### src/rtl/counter_structural_pkg.sv
// Shared constants for the structural toggle-flop counter.
// Optional terminal-count output is enabled with COUNTER_STRUCTURAL_TC_EN.
package counter_structural_pkg;

   localparam int CNT_WIDTH_DEFAULT = 8;

   // Per-bit reset value; every stage of the chain clears to the same level.
   localparam bit CNT_RESET_VALUE = '0;

endpackage

### src/rtl/counter_structural_t_ff.sv
// Toggle flip-flop with asynchronous active-low clear.
// One instance per bit of counter_structural.
module t_ff
   import counter_structural_pkg::*;
(
   input  logic clk,
   input  logic clear,
   input  logic t,
   output logic q
);

   always_ff @(posedge clk or negedge clear) begin
      if (!clear) begin
         q <= CNT_RESET_VALUE;
      end else begin
         q <= q ^ t;
      end
   end

endmodule

### src/rtl/counter_structural.sv
// Free-running up-counter built from t_ff stages with a synchronous AND carry chain.
// Define COUNTER_STRUCTURAL_TC_EN to add the terminal-count output tc.
module counter_structural
   import counter_structural_pkg::*;
#(
   parameter int WIDTH = CNT_WIDTH_DEFAULT
)
(
   input  logic             clk,
   input  logic             clear,
`ifdef COUNTER_STRUCTURAL_TC_EN
   output logic             tc,
`endif
   output logic [WIDTH-1:0] q
);

   // t_chain[i] is high when every lower bit is 1, i.e. bit i must toggle.
   logic [WIDTH-1:0] t_chain;

   assign t_chain[0] = 1'b1;

   genvar gi;
   generate
      for (gi = 1; gi < WIDTH; gi++) begin : g_carry
         assign t_chain[gi] = t_chain[gi-1] & q[gi-1];
      end

      for (gi = 0; gi < WIDTH; gi++) begin : g_stage
         t_ff u_t_ff (
            .clk   (clk),
            .clear (clear),
            .t     (t_chain[gi]),
            .q     (q[gi])
         );
      end
   endgenerate

`ifdef COUNTER_STRUCTURAL_TC_EN
   assign tc = &q;
`endif

endmodule

### config.mk
export PLATFORM = sky130hd
export DESIGN_NAME = counter_structural
export DESIGN_NICKNAME = d
export VERILOG_FILES = /design/src/rtl/counter_structural_pkg.sv /design/src/rtl/counter_structural_t_ff.sv /design/src/rtl/counter_structural.sv
export SDC_FILE = /design/constraint.sdc
export NUM_CORES = 1
export LEC_CHECK = 0
export BUFFER_PORTS_ARGS = -buffer_cell sky130_fd_sc_hd__buf_4
export CAP_MARGIN = 40
export CORE_UTILIZATION = 25
export DETAILED_ROUTE_END_ITERATION = 8
export GPL_ROUTABILITY_DRIVEN = 0
export GPL_TIMING_DRIVEN = 0
export SKIP_CTS_REPAIR_TIMING = 1
export SLEW_MARGIN = 40
export SYNTH_ARGS = -nofsm -noshare
export SYNTH_HDL_FRONTEND = slang
export SYNTH_SLANG_ARGS = --single-unit
### constraint.sdc
create_clock -name clk -period 2.3 [get_ports clk]
set_input_delay 0.23 -clock clk [delete_from_list [all_inputs] [get_ports clk]]
set_output_delay 0.23 -clock clk [all_outputs]
set_load 0.05 [all_outputs]
== Word level (Yosys, flattened, before mapping) ==
Cells that the tools add are included.

* Register bits after elaboration: 8
* Bits of input ports: 2
* Output and inout port bits: 8
* Word-level logic and storage cells: 22

* Bitwise logic cells: 14

{| class="wikitable"
|+ Operator list
! cell !! count
|-
| XOR 1 bit || 7
|-
| bitwise AND 1 bit || 6
|-
| inverter 1 bit || 1
|}

== Longest topological paths before layout ==
Gate-level depths: netlist of the first run.

* Word-level depth: 7
* Gate-level depth with buffers: 7
* Depth with buffers taken out: 7

== Modules after synthesis ==
A second synthesis of the first run with hierarchy kept.

* Cells, all modules: 24
* Area, all modules: 326.6 µm²

{| class="wikitable"
|+ By module, submodules not included
! module !! times used !! cells each !! area an instance (µm²) !! sequential area each (µm²)
|-
| t_ff || 8 || 2 || 33.8 || 25.0
|-
| counter_structural || 1 || 8 || 56.3 || 0.0
|}

== Least setup slack after synthesis of the first run ==
Ideal clock, no wire load.

* Path type: register to register
* Start: register g_stage[0].u_t_ff.q
* End: register g_stage[7].u_t_ff.q
* Setup time: 123 ps
* Data arrival time: 1574 ps
* Required time: 2177 ps
* Setup slack: 602 ps
* Cell stages (with the launch flop): 8
* Path buffers: 0
* Period minus slack after synthesis: 1698 ps
* Cell sequence: dfrtp_1 > ha_1 > ha_1 > ha_1 > ha_1 > ha_1 > ha_1 > xor2_1

* Cells in the longest elaborated chain, start to end: 7

{| class="wikitable"
|+ Ends and longest elaborated chain
! what !! line !! RTL
|-
| from (decl) || counter_structural_t_ff.sv:9 || <nowiki>output logic q</nowiki>
|-
| from (signal assigned) || counter_structural_t_ff.sv:16 || <nowiki>q <= q ^ t;</nowiki>
|-
| bitwise AND 1 bit (6 in series) || counter_structural.sv:25 || <nowiki>assign t_chain[gi] = t_chain[gi-1] & q[gi-1];</nowiki>
|-
| XOR 1 bit || counter_structural_t_ff.sv:16 ||
|-
| to (signal assigned) || counter_structural_t_ff.sv:16 ||
|-
| to (decl) || counter_structural_t_ff.sv:9 ||
|}

Every way passes these cells.

== Worst setup path after layout of the first run ==
Same ends and word-level chain as after synthesis.

==> results.yml, run 1 <==
layout:
  nNetsFinal: 47
  reg.largest.list: "g_stage.u_t_ff.q: 8 flops"
  layout.cells.non_filler: 52
  seq_area_um2: 200
  largest_reg_flops: 8
  regMostFlops: "g_stage.u_t_ff.q"
  multi_input_area_um2: 83.8
  layout-drive-gt1-share: 0.541
  fillers: 143
  diodes: 0
  post-route-cell-area_um2: 467
  syn2layout_area_growth_pct: 34.2
die:
  row_count: 13
  die_x_um: 39.3
  start_util: 0.267
  fp.coreArea_mm2: 0.00130
  die_area_mm2: 0.00154
  io_pins: 10
  die_y_um: 39.3
power_and_ir_drop:
  ir_drop_mv: 0.228
  share_seq_of_total_power: 0.573
  finalPower_uw: 246
  power_switching_share: 0.177
  clkPwrFrac: 0.406
  powerDensity_mw_per_mm2: 527
  combPwrFrac: 0.021
  p_leak_nw: 0.274
  p_int_uw: 202
  p_sw_uw: 43.5
drt:
  drt.antenna.violating_nets: 0
  via_per_inst: 3.65
  drtIter0Drc: 1
  drc_errors: 0
  routed_wl_um: 466
  wl_per_cell_um: 8.96
  vias: 190
  first_pass_iters: 2
critical_path:
  path_common_cell: "ha_1"
  slowest_stage: "dfrtp_1"
  worstSetupPathType: "reg -> reg"
  path_buf_inv: 0
  cp_num_cells: 7
  worstPathCellList: "ha_1, ha_1, ha_1, ha_1, ha_1, ha_1, xor2_1"
  cp.required_ps: 2430
  path_delay_family: "adder cells"
  arrival_ps: 1900
  max_stage_delay_ps: 400
  cp_max_fo: 3
  rr_worst_depth: 7
  cp-end-kind: "flip-flop"
  cp-start-kind: "flip-flop"
synthesis:
  synthFlopType: "dfrtp_1"
  yosysWarningCount: 0
  synth_cell_types: 5
  synthCells: 24
  syn_area_per_cell_um2: 14.5
  synth_edf_count: 0
  synthTopCellsByArea: "dfrtp_1 (58%), ha_1 (22%), buf_4 (17%)"
  synth_top_area_frac: 0.576
  syn_area_um2: 348
  synth_fp_nets: 32
  async_flop_share: 1.00
  ys_seq_elements: 8
  synth_top_area_cell: "dfrtp_1"
  yosysSeqAreaShare: 0.576
  synth_common_cells: "buf_4 (8), dfrtp_1 (8), ha_1 (6), inv_1 (1), xor2_1 (1)"
sta:
  clock_skew_ps: 5.09
  setup_viol: 0
  finalHoldViolations: 0
  period_share: 0.771
  drv_slew: 0
  slew_headroom: 0.902
  fmax_mhz: 564
  finalSetupTns_ps: 0
  tightest_slew_ps: 148
  rsz0062_at_grt: "false"
  period_minus_slack_ps: 1770
clock_tree:
  cts_buffer_depth: 2
  htree_levels: 1
  clock-sinks: 8
  worstSkewPairLatency_ps: 240
  cts_buffers: 3
  root_buffer: "clkbuf_4"
  cts_tree: "built"
  clk_pin_slew_ps: 50
run_status:
  status: "finished, final reports clean"
placement:
  place_hpwl_um: 370
  numPortBuffers: 9
  dp_cells: 48
  placed_area_um2: 434
global_route:
  grt.overflow.total: 0
  grt_antenna_before_repair: 0
  grt_max_degree: 9
  grt_pass1_wl_um: 814
  gr-usage-all-layers: 0.0865
  grt_pass1_vias: 199
worst_hold_path:
  hold_class: "in -> async"
flow_run:
  cap_violations: 0
## metal layers
layer | wire length [um] | GRT usage | part of all wire
met5 | 0 | 0 | 0
met4 | 0 | 0.0776 | 0
met3 | 40 | 0.0341 | 0.086
met2 | 203 | 0.125 | 0.44
met1 | 223 | 0.0964 | 0.48
## power by group through the flow
stage | Clock [mW] | Sequential (mW) | Combinational (mW)
floorplan | 0 | 0.143 | 0.000000114
global placement | 0 | 0.143 | 0.00372
detailed placement | 0 | 0.143 | 0.00402
CTS | 0.107 | 0.141 | 0.00400
global route | 0.117 | 0.141 | 0.00578
finish | 0.0999 | 0.141 | 0.00509
## per-stage QoR
stage | hold slack (ps) | setup WS [ps] | util
floorplan | -65.6 | 602 | -
global placement | 48.7 | 546 | 0.334
detailed placement | 53.8 | 506 | 0.334
CTS | -212 | 497 | 0.351
global route | 335 | 426 | 0.359
finish | 343 | 526 | 0.359
## final timing paths
path | startpoint | end | slack, ps
setup / recovery | g_stage[0].u_t_ff.q | g_stage[7].u_t_ff.q | 530
hold / removal | clear | g_stage[6].u_t_ff.q | 340
setup reg to reg | g_stage[0].u_t_ff.q | g_stage[7].u_t_ff.q | 530
hold reg to reg | g_stage[0].u_t_ff.q | g_stage[0].u_t_ff.q | 460
max in group asynchronous | clear | g_stage[2].u_t_ff.q | 1830
min in group clk | g_stage[0].u_t_ff.q | g_stage[0].u_t_ff.q | 460
## logic make-up (layout without fill, tap and decap cells)
logic type	Yosys count	count (layout)	synth area share
buffers and inverters	9	22	0.183
adder cells (fa/ha/maj)	6	6	0.216
XOR/XNOR	1	1	0.0252
flip-flops	8	8	0.576
## cell usage in the layout, fill, tap and decap left out, drive strengths merged
cell type	n
xor2	1
dfrtp	8
dlygate4sd3	1
ha	6
clkbuf	3
buf	17
inv	1
## cell type report
| class | count | area share |
|---|---|---|
| flip-flops and latches | 8 | 0.429 |
| multi-input cells | 7 | 0.180 |
| repair buffers | 10 | 0.166 |
| plain buffers | 8 | 0.129 |
| clock buffers | 3 | 0.0483 |
| well taps | 15 | 0.0402 |
| inverters | 1 | 0.00804 |
## worst reg2reg max path: stages, from the launching register on
cell	delay [ps]
dfrtp_1	400
ha_1	210
ha_1	180
ha_1	180
ha_1	180
ha_1	180
ha_1	180
xor2_1	160
(Power assumes the default switching activity.)
==> run 2, diff against run 1 <==
==> constraint.sdc (replaced) <==
create_clock -name clk -period 1.74 [get_ports clk]
set_input_delay 0.174 -clock clk [delete_from_list [all_inputs] [get_ports clk]]
set_output_delay 0.174 -clock clk [all_outputs]
set_load 0.05 [all_outputs]
==> results.yml, run 2 (synthesis gave the netlist of run 1 again) <==
drt:
  wl_per_cell_um: 9.17
  via_per_inst: 3.69
  drt.antenna.violating_nets: 0
  drtIter0Drc: 1
  drc_errors: 0
  first_pass_iters: 2
  routed_wl_um: 495
  vias: 199
power_and_ir_drop:
  ir_drop_mv: 0.304
  p_leak_nw: 0.270
  finalPower_uw: 327
  powerDensity_mw_per_mm2: 662
global_route:
  grt_pass1_wl_um: 814
  gr-usage-all-layers: 0.0865
  grt_pass1_vias: 199
  grt.overflow.total: 0
  grt_max_degree: 9
  grt_antenna_before_repair: 0
layout:
  layout-drive-gt1-share: 0.692
  regMostFlops: "g_stage.u_t_ff.q"
  fillers: 140
  syn2layout_area_growth_pct: 42.1
  post-route-cell-area_um2: 494
  final_cell_mix: "buf_4 (19), dfrtp_1 (8), ha_2 (5)"
  largest_reg_flops: 8
  layout_commonest_cell: "buf_4"
  diodes: 0
  nNetsFinal: 49
  reg.largest.list: "g_stage.u_t_ff.q: 8 flops"
clock_tree:
  cts_buffers: 3
  cts_buffer_depth: 2
  clk_pin_slew_ps: 50
  worstSkewPairLatency_ps: 250
  cts_tree: "built"
  clock-sinks: 8
  root_buffer: "clkbuf_4"
  htree_levels: 1
critical_path:
  cp-start-kind: "flip-flop"
  max_stage_delay_ps: 380
  cp-end-kind: "flip-flop"
  arrival_ps: 1790
  path_common_cell: "ha_2"
  cp_max_fo: 2
  slowest_stage: "dfrtp_1"
  worstSetupPathType: "reg -> reg"
  cp.required_ps: 1870
  worstPathCellList: "ha_2, ha_2, ha_2, ha_1, ha_2, ha_2, xor2_1"
sta:
  clock_skew_ps: 6.59
  tightest_slew_ps: 148
  holdWs_ps: 284
  rsz0062_at_grt: "false"
  setup_ws_ps: 77.2
  drv_slew: 0
  period_share: 0.956
  finalSetupTns_ps: 0
  finalHoldViolations: 0
  period_minus_slack_ps: 1660
  fmax_mhz: 601
  slew_headroom: 0.902
  setup_viol: 0
placement:
  detailedPlace.worstSlack_ps: -54.3
  place_hpwl_um: 370
  numPortBuffers: 9
  placed_area_um2: 434
die:
  fp.coreArea_mm2: 0.00130
  die_y_um: 39.3
  start_util: 0.267
  die_area_mm2: 0.00154
  io_pins: 10
  die_x_um: 39.3
  row_count: 13
flow_run:
  cap_violations: 0
worst_hold_path:
  hold_class: "in -> async"
run_status:
  status: "finished, final reports clean"
## run 2: per-layer routing
metal | up-vias | GRT usage | routed length [um]
met2 | 10 | 0.125 | 218
met5 | - | 0 | 0
met1 | 89 | 0.0964 | 236
met4 | 0 | 0.0776 | 0
met3 | 0 | 0.0341 | 40
li1 | 100 | - | -
## run 2: critical path, delay by kind of cell, from the launching register on
| kind | cells | cell delay [ps] |
|---|---|---|
| XOR/XNOR | 1 | 150 |
| flip-flops | 1 | 380 |
| adder cells (fa/ha/maj) | 6 | 1020 |
## run 2: worst paths after layout
| path | to | slack (ps) | cells after the start | startpoint |
|---|---|---|---|---|
| worst max register to register | g_stage[7].u_t_ff.q | 80 | 7 | g_stage[1].u_t_ff.q |
| max in group asynchronous | g_stage[2].u_t_ff.q | 1320 | 2 | clear |
| min in group clk | g_stage[7].u_t_ff.q | 460 | 1 | g_stage[7].u_t_ff.q |
| worst max-delay path | g_stage[7].u_t_ff.q | 80 | 7 | g_stage[1].u_t_ff.q |
| worst min-delay path | g_stage[6].u_t_ff.q | 280 | 2 | clear |
| worst min register to register | g_stage[7].u_t_ff.q | 460 | 1 | g_stage[7].u_t_ff.q |
## run 2: where the power goes
part,total (mW),switching (mW),internal [mW]
Clock,0.134,0.0556,0.0784
Combinational,0.00671,0.00373,0.00298
Sequential,0.186,0,0.186
Total,0.327,0.0594,0.268
## run 2: per-stage QoR
stage | instances | util
CTS | 51 | 0.351
global placement | 48 | 0.334
floorplan | 24 | -
global route | 54 | 0.380
finish | 54 | 0.380
detailed placement | 48 | 0.334
## run 2: area by class of cell
type                    count  area (um2)  area share
flip-flops and latches      8         200       0.405
clock buffers               3        22.5      0.0456
repair buffers             12        92.6       0.187
inverters                   1        3.75     0.00759
plain buffers               8        60.1       0.122
multi-input cells           7        96.3       0.195
well taps                  15        18.8      0.0380
==> run 3, diff against run 2 <==
--- a/config.mk
+++ b/config.mk
@@ -7,10 +7,12 @@
 export LEC_CHECK = 0
 export BUFFER_PORTS_ARGS = -buffer_cell sky130_fd_sc_hd__buf_4
 export CAP_MARGIN = 40
+export CORE_MARGIN = 3
 export CORE_UTILIZATION = 25
 export DETAILED_ROUTE_END_ITERATION = 8
 export GPL_ROUTABILITY_DRIVEN = 0
 export GPL_TIMING_DRIVEN = 0
+export MAX_ROUTING_LAYER = met4
 export SKIP_CTS_REPAIR_TIMING = 1
 export SLEW_MARGIN = 40
 export SYNTH_ARGS = -nofsm -noshare
==> results.yml, run 3 (synthesis gave the netlist of run 1 again) <==
critical_path:
  cp-start-kind: "flip-flop"
  cp-end-kind: "flip-flop"
  cp_max_fo: 3
  worstSetupPathType: "reg -> reg"
  rr_worst_depth: 7
  path_common_cell: "ha_2"
  arrival_ps: 1780
  cp.required_ps: 1870
  max_stage_delay_ps: 400
  slowest_stage: "dfrtp_1"
  worstPathCellList: "ha_2, ha_2, ha_2, ha_2, ha_2, ha_2, xor2_1"
layout:
  layout-drive-gt1-share: 0.711
  final_cell_mix: "buf_4 (18), dfrtp_1 (8), ha_2 (6)"
  largest_reg_flops: 8
  layout.cells.non_filler: 52
  regMostFlops: "g_stage.u_t_ff.q"
  reg.largest.list: "g_stage.u_t_ff.q: 8 flops"
  fillers: 121
  layout_commonest_cell: "buf_4"
  diodes: 0
  nNetsFinal: 48
  syn2layout_area_growth_pct: 40.3
power_and_ir_drop:
  p_leak_nw: 0.265
  ir_drop_mv: 0.449
  powerDensity_mw_per_mm2: 668
global_route:
  gr-usage-all-layers: 0.0584
  grt_antenna_before_repair: 0
  grt.overflow.total: 0
  grt_max_degree: 9
  grt_pass1_vias: 196
  grt_pass1_wl_um: 765
sta:
  drv_slew: 0
  setup_viol: 0
  period_minus_slack_ps: 1660
  clock_skew_ps: 3.82
  setup_ws_ps: 82.6
  rsz0062_at_grt: "false"
  finalHoldViolations: 0
  period_share: 0.953
  fmax_mhz: 603
  slew_headroom: 0.902
  tightest_slew_ps: 148
clock_tree:
  htree_levels: 1
  worstSkewPairLatency_ps: 240
  clk_pin_slew_ps: 50
  clock-sinks: 8
  cts_buffer_depth: 2
  cts_buffers: 3
  cts_tree: "built"
  root_buffer: "clkbuf_4"
placement:
  numPortBuffers: 9
  detailedPlace.worstSlack_ps: -53.0
  place_hpwl_um: 369
  dp_cells: 47
drt:
  drtIter0Drc: 1
  drt.antenna.violating_nets: 0
  wl_per_cell_um: 9.23
  first_pass_iters: 2
  routed_wl_um: 480
  via_per_inst: 3.75
  drc_errors: 0
  vias: 195
flow_run:
  cap_violations: 0
run_status:
  status: "finished, final reports clean"
die:
  row_count: 12
  die_y_um: 43.3
  die_area_mm2: 0.00187
  fp.coreArea_mm2: 0.00120
  die_x_um: 43.3
  io_pins: 10
  start_util: 0.290
worst_hold_path:
  hold_class: "in -> async"
-- run 3: cell count changes in the layout (fill, tap and decap cells not counted), sizes merged --
cell	delta
buf	-1
-- run 3: layout make-up --
cell class | count | area, um2 | share of cell area
sequential | 8 | 200 | 0.410
multi-input combinational | 7 | 98.8 | 0.203
timing repair buffer | 11 | 85.1 | 0.174
buffer | 8 | 60.1 | 0.123
clock buffer | 3 | 22.5 | 0.0462
tap | 14 | 17.5 | 0.0359
inverter | 1 | 3.75 | 0.00769
-- run 3: through the flow --
| step | utilization | total power [mW] | area, um2 | setup TNS [ps] | hold WS (ps) |
|---|---|---|---|---|---|
| 2_1_floorplan | - | 0.189 | 348 | 0 | -122 |
| 3_3_place_gp | 0.360 | 0.194 | 433 | -16.2 | -7.51 |
| 3_5_place_dp | 0.360 | 0.195 | 433 | -53.0 | -4.45 |
| 4_1_cts | 0.379 | 0.330 | 455 | -62.1 | -266 |
| 5_1_grt | 0.406 | 0.345 | 488 | 0 | 295 |
| 6_report | 0.406 | 0.326 | 488 | 0 | 283 |
-- run 3: power breakdown --
| group | internal [mW] | switching [mW] | total [mW] | leakage [nW] |
|---|---|---|---|---|
| clock network | 0.0784 | 0.0548 | 0.133 | 0.0138 |
| logic | 0.00297 | 0.00363 | 0.00660 | 0.154 |
| registers | 0.186 | 0 | 0.186 | 0.0973 |
-- run 3: path summary, 6_finish.rpt --
check / slack [ps] / from / to
worst max-delay path: 80 / g_stage[0].u_t_ff.q / g_stage[7].u_t_ff.q
worst min-delay path: 280 / clear / g_stage[6].u_t_ff.q
worst max register to register: 80 / g_stage[0].u_t_ff.q / g_stage[7].u_t_ff.q
worst min register to register: 460 / g_stage[0].u_t_ff.q / g_stage[0].u_t_ff.q
max in group asynchronous: 1330 / clear / g_stage[5].u_t_ff.q
min in group clk: 460 / g_stage[0].u_t_ff.q / g_stage[0].u_t_ff.q
-- run 3: worst max-delay path, delay by kind of cell (launching register included) --
kind,cells,cell delay (ps)
xor+xnor,1,150
fa+ha+maj,6,980
flops,1,400
-- run 3: metal layers --
layer  GRT usage  vias to the layer above  routed length [um]  part of all wire
met4      0.0181                        0                   0                 0
met1      0.0643                       91                 195              0.41
li1            -                       97                   -                 -
met3      0.0424                        0                  47             0.098
met2      0.0826                        7                 238              0.50
met5           -                        -                   0                 0
